`config.mk`:
```
export PLATFORM = sky130hd
export DESIGN_NAME = mem_bist_initiator
export DESIGN_NICKNAME = d
export VERILOG_FILES = /design/src/rtl/mem_bist_initiator.sv
export SDC_FILE = /design/constraint.sdc
export NUM_CORES = 1
export LEC_CHECK = 0
export CORE_ASPECT_RATIO = 0.6
export CORE_UTILIZATION = 52
export CTS_BUF_LIST = sky130_fd_sc_hd__clkbuf_2 sky130_fd_sc_hd__clkbuf_4 sky130_fd_sc_hd__clkbuf_8
export DETAILED_ROUTE_END_ITERATION = 12
export GPL_ROUTABILITY_DRIVEN = 0
export PLACE_DENSITY = 0.78
export SLEW_MARGIN = 0
export SYNTH_ARGS = -nofsm -noshare
export SYNTH_HDL_FRONTEND = slang
export SYNTH_SLANG_ARGS = --single-unit
```
`constraint.sdc`:
```
create_clock -name clk -period 3.7 [get_ports clk]
set_input_delay 0.74 -clock clk [delete_from_list [all_inputs] [get_ports clk]]
set_output_delay 0.74 -clock clk [all_outputs]
set_load 0.02 [all_outputs]
```
`src/rtl/mem_bist_initiator.sv`:
```
// mem_bist_initiator: write-then-read-back self test for one single-port memory.
//   clk, reset (async, active-low), start   - control inputs
//   busy, done, pass, timeout               - test status
//   err_count, first_fail_addr              - mismatch statistics
//   valid, wr_rd_en, addr, wdata            - memory request (registered)
//   rdata, ready                            - memory response
// Pattern written to address a is SEED ^ a. DEPTH must be at least 2.
module mem_bist_initiator #(
    parameter int unsigned WIDTH      = 8,
    parameter int unsigned DEPTH      = 16,
    parameter int unsigned ADDR_WIDTH = $clog2(DEPTH),
    parameter int unsigned SEED       = 32'h0000_00A5,
    parameter int unsigned TIMEOUT    = 64
) (
    input  logic                  clk,
    input  logic                  reset,
    input  logic                  start,
    output logic                  busy,
    output logic                  done,
    output logic                  pass,
    output logic                  timeout,
    output logic [ADDR_WIDTH:0]   err_count,
    output logic [ADDR_WIDTH-1:0] first_fail_addr,
    output logic                  valid,
    output logic                  wr_rd_en,
    output logic [ADDR_WIDTH-1:0] addr,
    output logic [WIDTH-1:0]      wdata,
    input  logic [WIDTH-1:0]      rdata,
    input  logic                  ready
);

    localparam int unsigned ERR_W  = ADDR_WIDTH + 1;
    localparam int unsigned WAIT_W = $clog2(TIMEOUT + 1);
    localparam logic [ADDR_WIDTH-1:0] LAST_ADDR = ADDR_WIDTH'(DEPTH - 1);
    localparam logic [ERR_W-1:0]      ERR_MAX   = ERR_W'(DEPTH);
    localparam logic [WAIT_W-1:0]     WAIT_LAST = WAIT_W'(TIMEOUT - 1);

    typedef enum logic [1:0] {
        IDLE,
        WRITE,
        READ,
        FINISH
    } state_t;

    state_t             state;
    logic [WAIT_W-1:0]  wait_cnt;

    logic               xfer_c;
    logic               last_c;
    logic               mismatch_c;
    logic               expire_c;
    logic [ERR_W-1:0]   err_next_c;

    // Expected word for an address.
    function automatic logic [WIDTH-1:0] pat(input logic [ADDR_WIDTH-1:0] a);
        return WIDTH'(SEED) ^ WIDTH'(a);
    endfunction

    // Handshake qualifiers and next error count for the current cycle.
    always_comb begin
        xfer_c     = 1'b0;
        last_c     = 1'b0;
        mismatch_c = 1'b0;
        expire_c   = 1'b0;
        err_next_c = err_count;
        xfer_c     = valid && ready;
        last_c     = (addr == LAST_ADDR);
        mismatch_c = xfer_c && !wr_rd_en && (rdata != pat(addr));
        expire_c   = valid && !ready && (wait_cnt == WAIT_LAST);
        if (mismatch_c && (err_count != ERR_MAX)) begin
            err_next_c = err_count + ERR_W'(1);
        end
    end

    // Test sequencer: state, request and status registers.
    always_ff @(posedge clk or negedge reset) begin
        if (!reset) begin
            state           <= IDLE;
            wait_cnt        <= '0;
            busy            <= 1'b0;
            done            <= 1'b0;
            pass            <= 1'b0;
            timeout         <= 1'b0;
            err_count       <= '0;
            first_fail_addr <= '0;
            valid           <= 1'b0;
            wr_rd_en        <= 1'b0;
            addr            <= '0;
            wdata           <= '0;
        end else begin
            done <= 1'b0;
            case (state)
                IDLE: begin
                    if (start) begin
                        state           <= WRITE;
                        wait_cnt        <= '0;
                        busy            <= 1'b1;
                        pass            <= 1'b0;
                        timeout         <= 1'b0;
                        err_count       <= '0;
                        first_fail_addr <= '0;
                        valid           <= 1'b1;
                        wr_rd_en        <= 1'b1;
                        addr            <= '0;
                        wdata           <= pat('0);
                    end
                end

                WRITE, READ: begin
                    if (xfer_c) begin
                        wait_cnt <= '0;
                        if (state == READ) begin
                            err_count <= err_next_c;
                            // Only the first mismatch of a run is recorded.
                            if (mismatch_c && (err_count == '0)) begin
                                first_fail_addr <= addr;
                            end
                        end
                        if (!last_c) begin
                            addr <= addr + ADDR_WIDTH'(1);
                            if (state == WRITE) begin
                                wdata <= pat(addr + ADDR_WIDTH'(1));
                            end
                        end else if (state == WRITE) begin
                            state    <= READ;
                            addr     <= '0;
                            wr_rd_en <= 1'b0;
                            wdata    <= '0;
                        end else begin
                            // Last read: pass uses the count including this compare.
                            state <= FINISH;
                            valid <= 1'b0;
                            busy  <= 1'b0;
                            done  <= 1'b1;
                            pass  <= (err_next_c == '0) && !timeout;
                        end
                    end else if (expire_c) begin
                        // Memory never answered: abandon the request and report.
                        state    <= FINISH;
                        wait_cnt <= '0;
                        valid    <= 1'b0;
                        timeout  <= 1'b1;
                        busy     <= 1'b0;
                        done     <= 1'b1;
                        pass     <= 1'b0;
                    end else if (valid) begin
                        wait_cnt <= wait_cnt + WAIT_W'(1);
                    end
                end

                FINISH: begin
                    state <= IDLE;
                end

                default: begin
                    state <= IDLE;
                end
            endcase
        end
    end

endmodule

```
* After elaboration in Yosys (flattened, before gate mapping)
Index checks and enable logic that the tools add are counted.
Storage, ports and cells: bits in registers 35, output and inout port bits 27, logic and storage cells 115, ROM bits 0, input port bits 12, bits in latches 0, memories 0, RAM bits 0
Operators by class: $lt $le $gt $ge 0, equality and inequality tests 20, multipliers 0, $add $sub $neg 3, bitwise operators 2, shift operators 0, reductions and logical operators 25, divide/modulo/power cells 0, mux-type cells 54
Operators by type and width (count):
- two-way mux 8 bit | 5
- two-way mux 4 bit | 7
- two-way mux 7 bit | 4
- two-way mux 1 bit | 20
- two-way mux 5 bit | 4
- != test 2 bit (second input constant) | 8
- one-hot mux 4 bit (2 select lines) | 2
- one-hot mux 8 bit (2 select lines) | 1
- AND reduction 4 bit | 4
- AND reduction 5 bit | 3
- one-hot mux 7 bit (2 select lines) | 1
- != test 3 bit (second input constant) | 4
- logical NOT 5 bit | 2
- one-hot mux 5 bit (2 select lines) | 1
- logical AND 1 bit | 8
- two-way mux 2 bit | 4
- != test 8 bit | 1
- NOT 2 -> 4 bit | 2
- one-hot mux 1 bit (2 select lines) | 4
- adder 7 x 1 -> 7 bit (second input constant) | 1
- equality test 7 x 6 -> 1 bit (second input constant) | 1
- one-hot mux 2 bit (3 select lines) | 1
- AND reduction 3 bit | 2
- adder 5 x 1 -> 5 bit (second input constant) | 1
- 10 further kinds | 13

* Longest topological paths before layout
word-level depth 11, depth in mapped cells 7, mapped depth without buffers 7

* Worst setup path after synthesis
OpenSTA, ideal clock, no wires.
kind input port to flip-flop, from in rdata[4], to reg pass, required time 3.634 ns, stages on the path 5, path buffers 0, data arrival time 1.856 ns, setup slack 1.778 ns, library setup time 0.066 ns, path through nor4bb_1 nand2_1 or4_1 a21oi_1 a41o_1
Between the ends: word-level cells in the longest chain between the ends 10
Ends and longest elaborated chain:
- start, declared | line 28 | input logic [WIDTH-1:0] rdata,
- != test 8 bit | line 68 | mismatch_c = xfer_c && !wr_rd_en && (rdata != pat(addr));
- logical AND 1 bit | line 68
- logical AND 1 bit | line 70 | if (mismatch_c && (err_count != ERR_MAX)) begin
- two-way mux 5 bit | line 70
- logical NOT 5 bit | line 135 | pass <= (err_next_c == '0) && !timeout;
- logical AND 1 bit | line 135
- two-way mux 1 bit | line 124 | end else if (state == WRITE) begin
- two-way mux 1 bit | line 119 | if (!last_c) begin
- two-way mux 1 bit | line 110 | if (xfer_c) begin
- one-hot mux 1 bit (2 select lines) | line 92 | case (state)
- end signal, assigned | line 135
- end, declared | line 20 | output logic pass,
No other way between the ends. The select of a mux whose other input is x is not followed. A chain may end at the register's enable or synchronous reset.

* Worst setup path in the final report
from in ready, to reg err_count[4]
Between the ends: word-level cells in the longest chain between the ends 8, elaborated cells between the ends (all ways) 10, those cells by class eq/ne (1); mux (4); reduce/logical (5)
Ends and longest elaborated chain:
- start, declared | line 29 | input logic ready
- logical AND 1 bit (*) | line 66 | xfer_c = valid && ready;
- logical AND 1 bit (2 in a row) | line 68
- logical AND 1 bit | line 70
- two-way mux 5 bit | line 70
- two-way mux 5 bit | line 112 | if (state == READ) begin
- two-way mux 5 bit | line 110
- one-hot mux 5 bit (2 select lines) | line 92
- end signal, assigned | line 113 | err_count <= err_next_c;
- end, declared | line 22 | output logic [ADDR_WIDTH:0] err_count,
Mark *: on every way between the ends. The rest lies on a longest branch, timed or not. The select of a mux whose other input is x is not followed.

==> tab_implementation.tex <==
\begin{tabular}{lr}
\hline
Metric & Value \\
\hline
\multicolumn{2}{l}{\textbf{Finish}} \\
\quad Post-layout util & 0.7206 \\
\quad Ratio of cells with drive above 1 in the final layout & 0.08046 \\
\quad Final antenna diode count & 0 \\
\quad Post-layout net count & 280 \\
\quad Final Instance Count excl. Fillers & around 300 \\
\quad Layout-stage area growth over the synthesis result & 24.95\% \\
\multicolumn{2}{l}{\textbf{Clock tree}} \\
\quad Clk sink count & 32 \\
\quad Total clock buffers created by CTS & 5 \\
\quad CTS resizes & 0 \\
\quad TritonCTS clock tree & done \\
\quad Clock transition at the registers of the reported paths & 0.07 ns \\
\quad Clk root buf & sky130\_fd\_sc\_hd\_\_clkbuf\_8 \\
\quad Worst-case clock buffer depth & 2 \\
\quad Latest clock arrival within the worst-skew pair & roughly 0.29 ns \\
\quad Number of buffers inserted to repair setup after CTS & 0 \\
\quad Number of hold-repair buffers added at the cts stage & 0 \\
\quad Total number of H-tree levels & 2 \\
\multicolumn{2}{l}{\textbf{Global route}} \\
\quad Pin count of the biggest net entering global routing & 33 \\
\quad All-Layer GR Usage & 0.2678 \\
\quad Total grt overflow & 0 \\
\quad Wire length of the first global-routing pass & 7.948 mm \\
\quad Antenna violations before repair & 0 \\
\quad Number of global-route vias before repair & around 1,600 \\
\multicolumn{2}{l}{\textbf{Drt}} \\
\quad Post-route antenna net violation count & 0 \\
\quad First-pass DRT Iterations & 5 \\
\quad Routed wire length & 4.814 mm \\
\quad Vias & 1,864 \\
\quad DR DRC count & 0 \\
\quad 1st-iter DRT viols & between 100 and 150 \\
\quad Routed via count divided by cell count & about 6.1 \\
\quad Average wire length per cell after detail routing & 15.73 um \\
\multicolumn{2}{l}{\textbf{Placement}} \\
\quad Placed wire-length estimate & 3.560 mm \\
\quad Post-Place Cells & 298 \\
\quad Count of input and output buffers & 36 \\
\multicolumn{2}{l}{\textbf{Synthesis}} \\
\quad EDFF count, synth & 0 \\
\quad Synth Area per Inst & 8.865 um2 \\
\quad Top flip-flop cell by instance count after synthesis & sky130\_fd\_sc\_hd\_\_dfrtp\_1 \\
\quad Number of synthesized register bits & 32 \\
\quad Share of synthesized area occupied by flip-flops and latches & 0.4033 \\
\quad Leading area contributor after synthesis & sky130\_fd\_sc\_hd\_\_dfrtp\_1 \\
\quad Leading cell type by number of instances after synthesis & sky130\_fd\_sc\_hd\_\_dfrtp\_1 \\
\quad Leading cell types by count after synthesis & sky130\_fd\_sc\_hd\_\_dfrtp\_1, sky130\_fd\_sc\_hd\_\_o21ai\_0, sky130\_fd\_sc\_hd\_\_nand2\_1, sky130\_fd\_sc\_hd\_\_nor2\_1 \\
\quad Number of standard cells after synthesis & 224 \\
\quad Number of distinct standard cells referenced by the synthesized netlist & 55 \\
\quad Synth area leaders & sky130\_fd\_sc\_hd\_\_dfrtp\_1, sky130\_fd\_sc\_hd\_\_o21ai\_0, sky130\_fd\_sc\_hd\_\_ha\_1 \\
\quad Post-synth top area share & 0.4033 \\
\quad Warnings, synthesis & 0 \\
\quad Area of the mapped netlist & between 1500 and 2000 um2 \\
\quad Async SR Flop Fraction & 1.000 \\
\multicolumn{2}{l}{\textbf{Timing}} \\
\quad Pins over their slew limit & 0 \\
\quad Share of the cycle needed by the critical path after routing & 0.6078 \\
\quad Fin Hold WS & roughly 0.52 ns \\
\quad Finish-stage setup viols & 0 \\
\quad Min Tclk post-route & between 2 and 2.5 ns \\
\quad Actual slew at the worst max-slew pin & 0.5468 ns \\
\quad Setup Skew & 0.009138 ns \\
\quad Final total negative setup slack & 0 ns \\
\quad Remaining max-slew budget at the tightest pin & 0.6330 \\
\quad Maximum frequency from static timing analysis & between 0.4 and 0.5 GHz \\
\quad Setup repair after global routing missed its margin & false \\
\quad Hold violation count in the final report & 0 \\
\multicolumn{2}{l}{\textbf{Setup path}} \\
\quad Worst Setup Start Kind & input pin \\
\quad R2R setup slack & 1.55 ns \\
\quad Reg-to-Reg End & wait\_cnt[0]\$\_DFFE\_PN0P\_ \\
\quad Data arrival time of the worst path & 2.48 ns \\
\quad Crit path kind & in -> reg \\
\quad Reg-to-reg startpoint & state[0]\$\_DFFE\_PN0P\_ \\
\quad Element type at the critical path end & flip-flop \\
\quad Required @ worst endpoint & 3.93 ns \\
\quad Highest fanout seen on the critical path & 7 \\
\quad Reg2Reg Depth & 7 \\
\multicolumn{2}{l}{\textbf{Power and ir drop}} \\
\quad Peak ir drop on the vdd network & approximately 0.00087 V \\
\quad Leakage Power & between 0.001 and 0.0015 uW \\
\quad Power density cells & 818.4 nW/um2 \\
\quad Total power & 2031 uW \\
\multicolumn{2}{l}{\textbf{Run status}} \\
\quad Run status & finished, final reports clean \\
\multicolumn{2}{l}{\textbf{Floorplanning}} \\
\quad Chip Width & slightly above 80 um \\
\quad Placeable core region & roughly 3400 um2 \\
\quad Num ports & 39 \\
\quad Initial core utilization & 0.5767 \\
\quad Die Area & between 4000 and 5000 um2 \\
\quad Die Y-Extent & between 40 and 50 um \\
\quad Cell row count & 16 \\
\multicolumn{2}{l}{\textbf{Min path}} \\
\quad Launch point of the worst hold path & wait\_cnt[5]\$\_DFFE\_PN0P\_ \\
\quad Worst Hold Path Cells & 1 \\
\quad Worst Hold Class & reg -> reg \\
\quad Hold EP & wait\_cnt[5]\$\_DFFE\_PN0P\_ \\
\multicolumn{2}{l}{\textbf{Flow run}} \\
\quad Max-capacitance violation count & 0 \\
\hline
\end{tabular}
==> placed cells by master, fill, tap and decap left out, types with 3 or more instances in the layout <==
master / instances
sky130_fd_sc_hd__nand2b_1: 5
sky130_fd_sc_hd__ha_1: 8
sky130_fd_sc_hd__o22ai_1: 3
sky130_fd_sc_hd__a31oi_1: 4
sky130_fd_sc_hd__clkbuf_8: 7
sky130_fd_sc_hd__nor2_1: 17
sky130_fd_sc_hd__nand3_1: 11
sky130_fd_sc_hd__o21ai_1: 3
sky130_fd_sc_hd__nand2_1: 21
sky130_fd_sc_hd__o21ai_0: 26
sky130_fd_sc_hd__nor3_1: 3
sky130_fd_sc_hd__mux2i_1: 5
sky130_fd_sc_hd__a21oi_1: 13
sky130_fd_sc_hd__inv_1: 13
sky130_fd_sc_hd__and3_1: 4
sky130_fd_sc_hd__dfrtp_1: 32
sky130_fd_sc_hd__clkdlybuf4s50_1: 36
sky130_fd_sc_hd__a21o_1: 4
sky130_fd_sc_hd__o211ai_1: 3
==> layer usage <==
layer	share of wire	global-route usage
met4	0.0075	0.05263
met2	0.42	0.3567
met1	0.47	0.4082
met3	0.10	0.09815
met5	0	0
==> report_power, final <==
part           internal [uW]  switching [uW]
logic                    413             698
clock network            237             130
registers                440             112
total                   1090             940
==> kinds of logic (layout without fill, tap and decap cells) <==
| logic type | Yosys count | count (layout) | synth area share |
|---|---|---|---|
| simple gates | 81 | 81 | 0.2149 |
| compound gates | 69 | 69 | 0.2193 |
| flops | 32 | 32 | 0.4033 |
| buf+inv | 24 | 60 | 0.05986 |
| fa+ha+maj | 8 | 8 | 0.05041 |
| mux | 5 | 5 | 0.02521 |
| xor+xnor | 4 | 4 | 0.02521 |
| other cells | 1 | 2 | 0.001889 |
==> worst max-delay path, stage by stage <==
cell and delay [ns]:
sky130_fd_sc_hd__clkdlybuf4s50_1 0.55, sky130_fd_sc_hd__nand2_1 0.18, sky130_fd_sc_hd__nor2_1 0.24, sky130_fd_sc_hd__o21ai_1 0.15, sky130_fd_sc_hd__or4_1 0.53, sky130_fd_sc_hd__nand3_1 0.09
==> how the worst max path moves through the flow <==
stage,to,slack (ns),cells past startpoint,start
3_3_place_gp,pass$_DFFE_PN0P_,1.19,6,rdata[7]
6_report,err_count[4]$_DFFE_PN0P_,1.45,6,ready
2_1_floorplan,pass$_DFFE_PN0P_,1.78,5,rdata[4]
5_1_grt,addr[2]$_DFFE_PN0P_,1.33,6,ready
4_1_cts,first_fail_addr[2]$_DFFE_PN0P_,1.46,6,rdata[7]
3_5_place_dp,addr[2]$_DFFE_PN0P_,1.16,6,ready
==> layout make-up <==
cell class / instances / area, um2
Fill cell: 279 / 962.2
Multi-Input combinational cell: 169 / 1070
Sequential cell: 32 / 800.8
Inverter: 14 / 52.55
Timing Repair Buffer: 38 / 375.4
Tap cell: 45 / 56.30
Clock buffer: 7 / 96.34
Clock inverter: 1 / 30.03
==> state kept, by name, indices dropped and copies added, names as in the netlist <==
signal and flops:
state 2, timeout 1, wdata 5, addr 4, done 1, valid 1, first_fail_addr 4, wr_rd_en 1
pass 1, err_count 5, wait_cnt 7
==> metrics by stage <==
step	worst slack (ns)	instance area, um2
6_report	1.451	2481
3_5_place_dp	1.155	2355
2_1_floorplan	1.778	1989
4_1_cts	1.460	2481
5_1_grt	1.327	2481
3_3_place_gp	1.192	2355
(Power assumes the default switching activity.)
